===== src/rtl/lenet_pkg.sv =====
// Shared sizing, types and FSM encoding for the LeNet5 front-end blocks.
package lenet_pkg;

  localparam int unsigned DATA_WIDTH  = 16;
  localparam int unsigned IMG_W       = 32;
  localparam int unsigned IMG_H       = 32;
  localparam int unsigned K           = 5;
  localparam int unsigned MEM_LATENCY = 2;

  localparam int unsigned OUT_W = IMG_W - K + 1;
  localparam int unsigned OUT_H = IMG_H - K + 1;
  localparam int unsigned NPIX  = IMG_W * IMG_H;

  localparam int unsigned COL_W = $clog2(IMG_W);
  localparam int unsigned ROW_W = $clog2(IMG_H);
  localparam int unsigned CNT_W = $clog2(NPIX);
  localparam int unsigned POS_W = $clog2((OUT_H > OUT_W) ? OUT_H : OUT_W);
  localparam int unsigned WIN_W = K * K * DATA_WIDTH;

  typedef enum logic [1:0] {
    ST_IDLE  = 2'd0,
    ST_ISSUE = 2'd1,
    ST_DRAIN = 2'd2,
    ST_DONE  = 2'd3
  } state_t;

  typedef logic [DATA_WIDTH-1:0] pixel_t;

  // Element [r][c] lands at bits (r*K+c)*DATA_WIDTH, r=0 top, c=0 left.
  typedef logic [K-1:0][K-1:0][DATA_WIDTH-1:0] window_t;

  // Stored column entries, index 0 = most recent previous row.
  typedef logic [K-2:0][DATA_WIDTH-1:0] lb_col_t;

endpackage


===== src/rtl/conv1_window_gen_if.sv =====
// Image-memory read bus, control handshake and window output bundle.
interface conv1_window_gen_if;
  import lenet_pkg::*;

  logic               loadfull;
  logic               start;
  logic               read;
  pixel_t             PixelIn;
  logic [WIN_W-1:0]   window;
  logic               window_valid;
  logic [POS_W-1:0]   out_row;
  logic [POS_W-1:0]   out_col;
  logic               busy;
  logic               done;

  // Window generator side.
  modport slave (
    input  loadfull, start, PixelIn,
    output read, window, window_valid, out_row, out_col, busy, done
  );

  // Memory / controller / consumer side.
  modport master (
    output loadfull, start, PixelIn,
    input  read, window, window_valid, out_row, out_col, busy, done
  );

endinterface


===== src/rtl/conv_line_buffer.sv =====
// K-1 image rows indexed by column; a write pushes the column down one row.
module conv_line_buffer
  import lenet_pkg::*;
(
  input  logic             clk,
  input  logic             wr_en,
  input  logic [COL_W-1:0] col,
  input  pixel_t           din,
  output lb_col_t          col_data
);

  pixel_t mem [K-1][IMG_W];

  // Shift-down write: row 0 takes the new pixel, older rows move one deeper.
  always_ff @(posedge clk) begin
    if (wr_en) begin
      mem[0][col] <= din;
      for (int i = 1; i < int'(K) - 1; i++) begin
        mem[i][col] <= mem[i-1][col];
      end
    end
  end

  // Combinational read of the stored column at the current write position.
  always_comb begin
    col_data = '0;
    for (int i = 0; i < int'(K) - 1; i++) begin
      col_data[i] = mem[i][col];
    end
  end

endmodule


===== src/rtl/conv1_window_gen.sv =====
// Streams a 32x32 frame out of the image memory and emits 5x5 sliding windows.
module conv1_window_gen
  import lenet_pkg::*;
(
  input  logic              clk,
  input  logic              rst,
  conv1_window_gen_if.slave bus
);

  state_t                      state;
  state_t                      state_nxt;
  logic [CNT_W-1:0]            issue_cnt;
  logic [MEM_LATENCY-1:0]      rd_pipe;
  logic [COL_W-1:0]            in_col;
  logic [ROW_W-1:0]            in_row;

  logic                        accept_c;
  logic                        issue_last_c;
  logic                        scan_start_c;
  logic                        win_ready_c;
  lb_col_t                     lb_col_c;
  logic [K-1:0][DATA_WIDTH-1:0] new_col_c;

  window_t                     win;
  logic                        win_valid;
  logic [POS_W-1:0]            row_pos;
  logic [POS_W-1:0]            col_pos;
  logic                        rd_strobe;
  logic                        busy_q;
  logic                        done_q;

  // A pixel is on PixelIn exactly MEM_LATENCY cycles after its read cycle.
  assign accept_c     = rd_pipe[MEM_LATENCY-1];
  assign issue_last_c = (issue_cnt == CNT_W'(NPIX - 1));
  assign scan_start_c = (state == ST_IDLE) && (state_nxt == ST_ISSUE);
  // Columns left over from the previous row stay hidden until K fresh ones shifted in.
  assign win_ready_c  = (in_row >= ROW_W'(K - 1)) && (in_col >= COL_W'(K - 1));

  // State register.
  always_ff @(posedge clk or negedge rst) begin
    if (!rst) begin
      state <= ST_IDLE;
    end else begin
      state <= state_nxt;
    end
  end

  // Next-state logic: issue the frame, drain the read pipeline, pulse done.
  always_comb begin
    state_nxt = state;
    case (state)
      ST_IDLE:  if (bus.start && !bus.loadfull) state_nxt = ST_ISSUE;
      ST_ISSUE: if (issue_last_c)               state_nxt = ST_DRAIN;
      ST_DRAIN: if (rd_pipe == '0)              state_nxt = ST_DONE;
      ST_DONE:                                  state_nxt = ST_IDLE;
      default:                                  state_nxt = ST_IDLE;
    endcase
  end

  // Registered strobes derived from the state being entered.
  always_ff @(posedge clk or negedge rst) begin
    if (!rst) begin
      rd_strobe <= 1'b1;
      busy_q    <= 1'b0;
      done_q    <= 1'b0;
    end else begin
      rd_strobe <= (state_nxt != ST_ISSUE);
      busy_q    <= (state_nxt == ST_ISSUE) || (state_nxt == ST_DRAIN);
      done_q    <= (state_nxt == ST_DONE);
    end
  end

  // Issue counter: one address per ISSUE cycle, parked at zero otherwise.
  always_ff @(posedge clk or negedge rst) begin
    if (!rst) begin
      issue_cnt <= '0;
    end else if (state == ST_ISSUE) begin
      issue_cnt <= issue_cnt + CNT_W'(1);
    end else begin
      issue_cnt <= '0;
    end
  end

  // Read-issued flags travelling alongside the memory latency.
  always_ff @(posedge clk or negedge rst) begin
    if (!rst) begin
      rd_pipe <= '0;
    end else begin
      rd_pipe <= (rd_pipe << 1) | MEM_LATENCY'(state == ST_ISSUE);
    end
  end

  // Raster position of the next pixel to be accepted.
  always_ff @(posedge clk or negedge rst) begin
    if (!rst) begin
      in_col <= '0;
      in_row <= '0;
    end else if (scan_start_c) begin
      in_col <= '0;
      in_row <= '0;
    end else if (accept_c) begin
      if (in_col == COL_W'(IMG_W - 1)) begin
        in_col <= '0;
        in_row <= in_row + ROW_W'(1);
      end else begin
        in_col <= in_col + COL_W'(1);
      end
    end
  end

  conv_line_buffer u_line_buffer (
    .clk      (clk),
    .wr_en    (accept_c),
    .col      (in_col),
    .din      (bus.PixelIn),
    .col_data (lb_col_c)
  );

  // Incoming column, top to bottom: oldest buffered row down to the live pixel.
  always_comb begin
    new_col_c      = '0;
    new_col_c[K-1] = bus.PixelIn;
    for (int r = 0; r < int'(K) - 1; r++) begin
      new_col_c[r] = lb_col_c[int'(K) - 2 - r];
    end
  end

  // Window register: shift left, load the new column on the right.
  always_ff @(posedge clk or negedge rst) begin
    if (!rst) begin
      win <= '0;
    end else if (accept_c) begin
      for (int r = 0; r < int'(K); r++) begin
        for (int c = 0; c < int'(K) - 1; c++) begin
          win[r][c] <= win[r][c+1];
        end
        win[r][K-1] <= new_col_c[r];
      end
    end
  end

  // Valid flag and output coordinates, aligned with the window register.
  always_ff @(posedge clk or negedge rst) begin
    if (!rst) begin
      win_valid <= 1'b0;
      row_pos   <= '0;
      col_pos   <= '0;
    end else begin
      win_valid <= accept_c && win_ready_c;
      if (accept_c && win_ready_c) begin
        row_pos <= POS_W'(in_row - ROW_W'(K - 1));
        col_pos <= POS_W'(in_col - COL_W'(K - 1));
      end
    end
  end

  assign bus.read         = rd_strobe;
  assign bus.busy         = busy_q;
  assign bus.done         = done_q;
  assign bus.window       = win;
  assign bus.window_valid = win_valid;
  assign bus.out_row      = row_pos;
  assign bus.out_col      = col_pos;

endmodule


===== src/flat_wrapper.sv =====
// flat-port wrapper written by rule: the top's interface ports become plain ports
module conv1_window_gen_flat import lenet_pkg::*;
  (clk, rst, bus_loadfull, bus_start, bus_PixelIn, bus_read, bus_window, bus_window_valid, bus_out_row, bus_out_col, bus_busy, bus_done);
  conv1_window_gen_if bus_i ();
  input  logic clk;
  input  logic rst;
  input wire logic [$bits(bus_i.loadfull)-1:0] bus_loadfull;
  input wire logic [$bits(bus_i.start)-1:0] bus_start;
  input wire logic [$bits(bus_i.PixelIn)-1:0] bus_PixelIn;
  output wire logic [$bits(bus_i.read)-1:0] bus_read;
  output wire logic [$bits(bus_i.window)-1:0] bus_window;
  output wire logic [$bits(bus_i.window_valid)-1:0] bus_window_valid;
  output wire logic [$bits(bus_i.out_row)-1:0] bus_out_row;
  output wire logic [$bits(bus_i.out_col)-1:0] bus_out_col;
  output wire logic [$bits(bus_i.busy)-1:0] bus_busy;
  output wire logic [$bits(bus_i.done)-1:0] bus_done;
  assign bus_i.loadfull = bus_loadfull;
  assign bus_i.start = bus_start;
  assign bus_i.PixelIn = bus_PixelIn;
  assign bus_read = bus_i.read;
  assign bus_window = bus_i.window;
  assign bus_window_valid = bus_i.window_valid;
  assign bus_out_row = bus_i.out_row;
  assign bus_out_col = bus_i.out_col;
  assign bus_busy = bus_i.busy;
  assign bus_done = bus_i.done;
  conv1_window_gen u_core (.clk(clk), .rst(rst), .bus(bus_i));
endmodule

===== config.mk =====
export PLATFORM = sky130hd
export DESIGN_NAME = conv1_window_gen_flat
export DESIGN_NICKNAME = d
export VERILOG_FILES = /design/src/rtl/lenet_pkg.sv /design/src/rtl/conv1_window_gen_if.sv /design/src/rtl/conv_line_buffer.sv /design/src/rtl/conv1_window_gen.sv /design/src/flat_wrapper.sv
export SDC_FILE = /design/constraint.sdc
export NUM_CORES = 2
export LEC_CHECK = 0
export CORE_MARGIN = 8
export CORE_UTILIZATION = 60
export CTS_CLUSTER_DIAMETER = 150
export CTS_CLUSTER_SIZE = 30
export DETAILED_ROUTE_END_ITERATION = 7
export GPL_ROUTABILITY_DRIVEN = 1
export PLACE_DENSITY = 0.85
export SYNTH_ARGS = -nofsm -noshare
export SYNTH_HDL_FRONTEND = slang
export SYNTH_SLANG_ARGS = --single-unit
export TNS_END_PERCENT = 20

===== constraint.sdc =====
create_clock -name clk -period 13.1 [get_ports clk]
set_input_delay 2.62 -clock clk [delete_from_list [all_inputs] [get_ports clk]]
set_output_delay 2.62 -clock clk [all_outputs]
set_load 0.05 [all_outputs]

==> impl_metrics.py <==
metrics = {
    "outcome": {
        "outcome": "finished clean",
    },
    "sta": {
        "final-max-slew-violation-count": 0,
        "fmax_mhz": 159,
        "setup_violations": 0,
        "timing.hold.ws_ns": 0.405,
        "fin_crit_sh_pct": 47.9,
        "fin_tns_setup_ns": 0,
        "finalHoldViolCount": 0,
        "period_needed_ns": 6.28,
        "slew_headroom_pct": 12.9,
        "worst_slew_pin_slew_ns": 1.30,
        "rsz0062_at_grt": "no",
        "skew_ns": 0.0347,
    },
    "power": {
        "seq_power_share_pct": 48.0,
        "p_leak_nw": 35.5,
        "internal-power_mw": 16.6,
        "finalPower_mw": 27.0,
        "p_sw_mw": 10.5,
        "powerDensity_nw_per_um2": 261,
        "switching_share_pct": 38.8,
        "irDropWorstVdd_mv": 0.199,
        "p_clk_share_pct": 13.4,
        "power.share.combinational_pct": 38.6,
    },
    "clocking": {
        "ctsLongestPathBuffers": 3,
        "cts_buffers": 92,
        "clk_pin_slew_ns": 0.11,
        "post-cts-setup-buffers": 0,
        "cts_max_level": 3,
        "cts_tree": "built",
        "cts.repair.resized": 0,
        "postCtsHoldBufs": 0,
        "clkSinkCount": 2486,
        "clkLatencyLatePin_ns": 0.76,
        "cts_root_buffer": "clkbuf_16",
    },
    "route": {
        "wl_um": 253000,
        "postRouteAntennaNets": 0,
        "num_vias": 52100,
        "wl_per_cell_um": 33.7,
        "drc_errors": 0,
        "drt-pass1-iter-count": 8,
        "avgViaCountPerCell": 6.94,
        "drt-initial-drc-count": 9071,
    },
    "cells_and_area": {
        "fin_util_pct": 66.4,
        "drive_gt1_share_pct": 13.0,
        "fin_cells": 7517,
        "area_delta_synth_final_pct": 10.1,
        "layout.nets": 5413,
        "nFillCells": 9639,
    },
    "logic_synthesis": {
        "synth.most_common_cell": "edfxtp_1",
        "yosys-top-cells-count": "edfxtp_1, mux2i_1, dfrtp_1",
        "netlist.area_leader.share_pct": 65.4,
        "synthTopCellsByArea": "edfxtp_1, dfrtp_1, mux2i_1",
        "synth_edf_count": 2048,
        "yosysSeqAreaShare_pct": 77.1,
        "async_flop_share_pct": 17.6,
        "synth_nets": 5046,
        "yosysWarnings": 0,
        "synth_cell_types": 55,
        "synth_top_cell_by_area": "edfxtp_1",
        "synth-seq-cells": 2486,
        "syn_area_um2": 94000,
        "synthFlopType": "edfxtp_1",
        "syn_avg_cell_area_um2": 18.8,
        "netlist_instances": 5010,
    },
    "global_route": {
        "top_usage_layer": "met2",
        "met1_usage_pct": 37.9,
        "grt_pass1_wl_um": 354000,
        "use_met3_pct": 6.71,
        "grtUsageTotal_pct": 28.7,
        "groute.layer.met2.usage_pct": 46.4,
        "antenna_found_initial": 12,
        "grt_max_degree": 162,
        "gr-total-overflow": 0,
        "grt_pass1_vias": 50300,
    },
    "critical_path": {
        "r2r-end": "u_core.u_line_buffer.mem[3][315]",
        "cp.arrival_ns": 6.46,
        "critPathLaunchType": "register",
        "worst-path-max-fanout": 124,
        "reg2reg_depth": 7,
        "critPathKind": "register to register",
        "worstPathRequired_ns": 13.28,
        "r2r_start": "u_core.in_col[1]",
        "end_kind": "register",
        "r2r_slack_ns": 6.82,
    },
    "worst_hold_path": {
        "hold_path.class": "register to register",
        "worstHoldStart": "u_core.rd_pipe[0]",
        "hold_end": "u_core.rd_pipe[1]",
        "holdPathStages": 0,
    },
    "job": {
        "cap_violations": 0,
    },
    "floorplanning": {
        "ioPinCount": 434,
        "die-area_um2": 170000,
        "rows": 145,
        "core-area_um2": 156000,
        "die_width_um": 412,
        "initial_utilization_pct": 60.3,
        "die_h_um": 412,
    },
    "place": {
        "gp_congestion": 0.809,
        "dp_hpwl_um": 139000,
        "port_buffers": 433,
        "dp.cells": 7341,
    },
}
-- flip-flops by register name, indices dropped and copies added (netlist names), 5 cells and up --
signal,flops
u_core.u_line_buffer.mem,2048
u_core.bus.window,400
u_core.issue_cnt,10
u_core.bus.out_col,5
u_core.bus.out_row,5
u_core.in_col,5
u_core.in_row,5
-- power by group through the flow --
stage / Sequential [mW] / Combinational [mW] / Clock, mW
floorplan: 14.8 / 4.58 / 0
global placement: 13.0 / 9.91 / 0
detailed placement: 13.1 / 10.2 / 0
CTS: 12.9 / 10.3 / 3.63
global route: 13.1 / 10.8 / 3.89
finish: 13.0 / 10.4 / 3.64
-- worst max-delay path by stage --
| stage | start | endpoint | slack, ns |
|---|---|---|---|
| 6_report | u_core.in_col[1] | u_core.u_line_buffer.mem[3][315] | 6.82 |
| 5_1_grt | u_core.in_col[1] | u_core.u_line_buffer.mem[2][363] | 6.67 |
| 4_1_cts | u_core.in_col[1] | u_core.u_line_buffer.mem[3][27] | 6.97 |
| 3_5_place_dp | u_core.in_col[1] | u_core.u_line_buffer.mem[3][459] | 7.03 |
| 3_3_place_gp | u_core.in_col[1] | u_core.u_line_buffer.mem[3][475] | 7.18 |
| 2_1_floorplan | u_core.in_col[1] | u_core.u_line_buffer.mem[0][112] | 8.44 |
-- layout by cell type, fill, tap and decap left out, types with 4 or more instances in the layout --
cell type        synthesis  routed
nor4_1                 104     104
xor2_1                   6       6
mux4_2                  92      92
edfxtp_1              2048    2048
nand4bb_4                0       4
o21ai_1                  5       5
o22a_1                   5       5
nand2b_1                 4       4
o22ai_1                403     403
nor2_4                   0      32
nand2_1                 74      73
nor2_1                 120      88
nor3b_1                  4       4
nor2b_1                  8       8
and3_1                   9       9
a41oi_2                  6       6
or3_1                    5       5
inv_1                   16      16
a31oi_1                 51      51
o221ai_1                 8       8
mux2_2                 338     338
inv_6                    0       5
a21oi_1                 23      23
clkbuf_1                80      73
clkbuf_16                0      92
buf_12                   0       5
xnor2_1                  8       8
o21ai_0                 22      22
dfrtp_1                437     432
clkdlybuf4s50_1          0     432
diode_2                  0       4
ha_1                    16      16
mux2i_1                842     842
buf_4                   21     113
nand3_1                 14      12
a22oi_1                 25      25
-- layer usage --
metal  vias up  part of all wire [%]
met1     26200                    34
met2      4554                    47
met5         -                 0.027
met4        10                   5.0
met3       787                    14
li1      20600                     -
-- layout make-up --
class | instances | area [um^2] | area share, %
flip-flops and latches | 2486 | 72500 | 70.0
multi-input cells | 2230 | 20500 | 19.8
repair buffers | 551 | 5290 | 5.11
clock buffers | 165 | 2580 | 2.49
well taps | 2058 | 2570 | 2.49
clock inverters | 7 | 90.1 | 0.0870
inverters | 16 | 60.1 | 0.0580
diodes | 4 | 10.0 | 0.00967
-- per-stage QoR --
stage | cell area (um^2) | setup WS, ns
final | 104000 | 6.82
after global routing | 104000 | 6.67
after CTS | 104000 | 6.97
after detailed placement | 101000 | 7.03
after global placement | 101000 | 7.18
after floorplan | 94000 | 8.44
-- worst max-delay path, stage by stage (launching register included) --
cell and delay, ns:
dfrtp_4 0.92, buf_4 0.79, buf_4 0.92, buf_12 0.66, mux2i_1 0.30, o22ai_1 0.12
nor4_1 0.71, nand2_1 0.98
-- kinds of logic (layout without fill, tap and decap cells) --
logic type / after synthesis / after routing / synth area share, %
flip-flops: 2486 / 2486 / 77.1
multiplexers: 1272 / 1272 / 15.2
AO/OA/AOI/OAI: 561 / 561 / 3.83
AND/OR/NAND/NOR: 367 / 367 / 1.99
buffers and inverters: 294 / 739 / 1.58
adder cells (fa/ha/maj): 16 / 16 / 0.213
XOR/XNOR: 14 / 14 / 0.130
other: 0 / 4 / 0
Note: power is estimated with default switching activity, not from simulation.
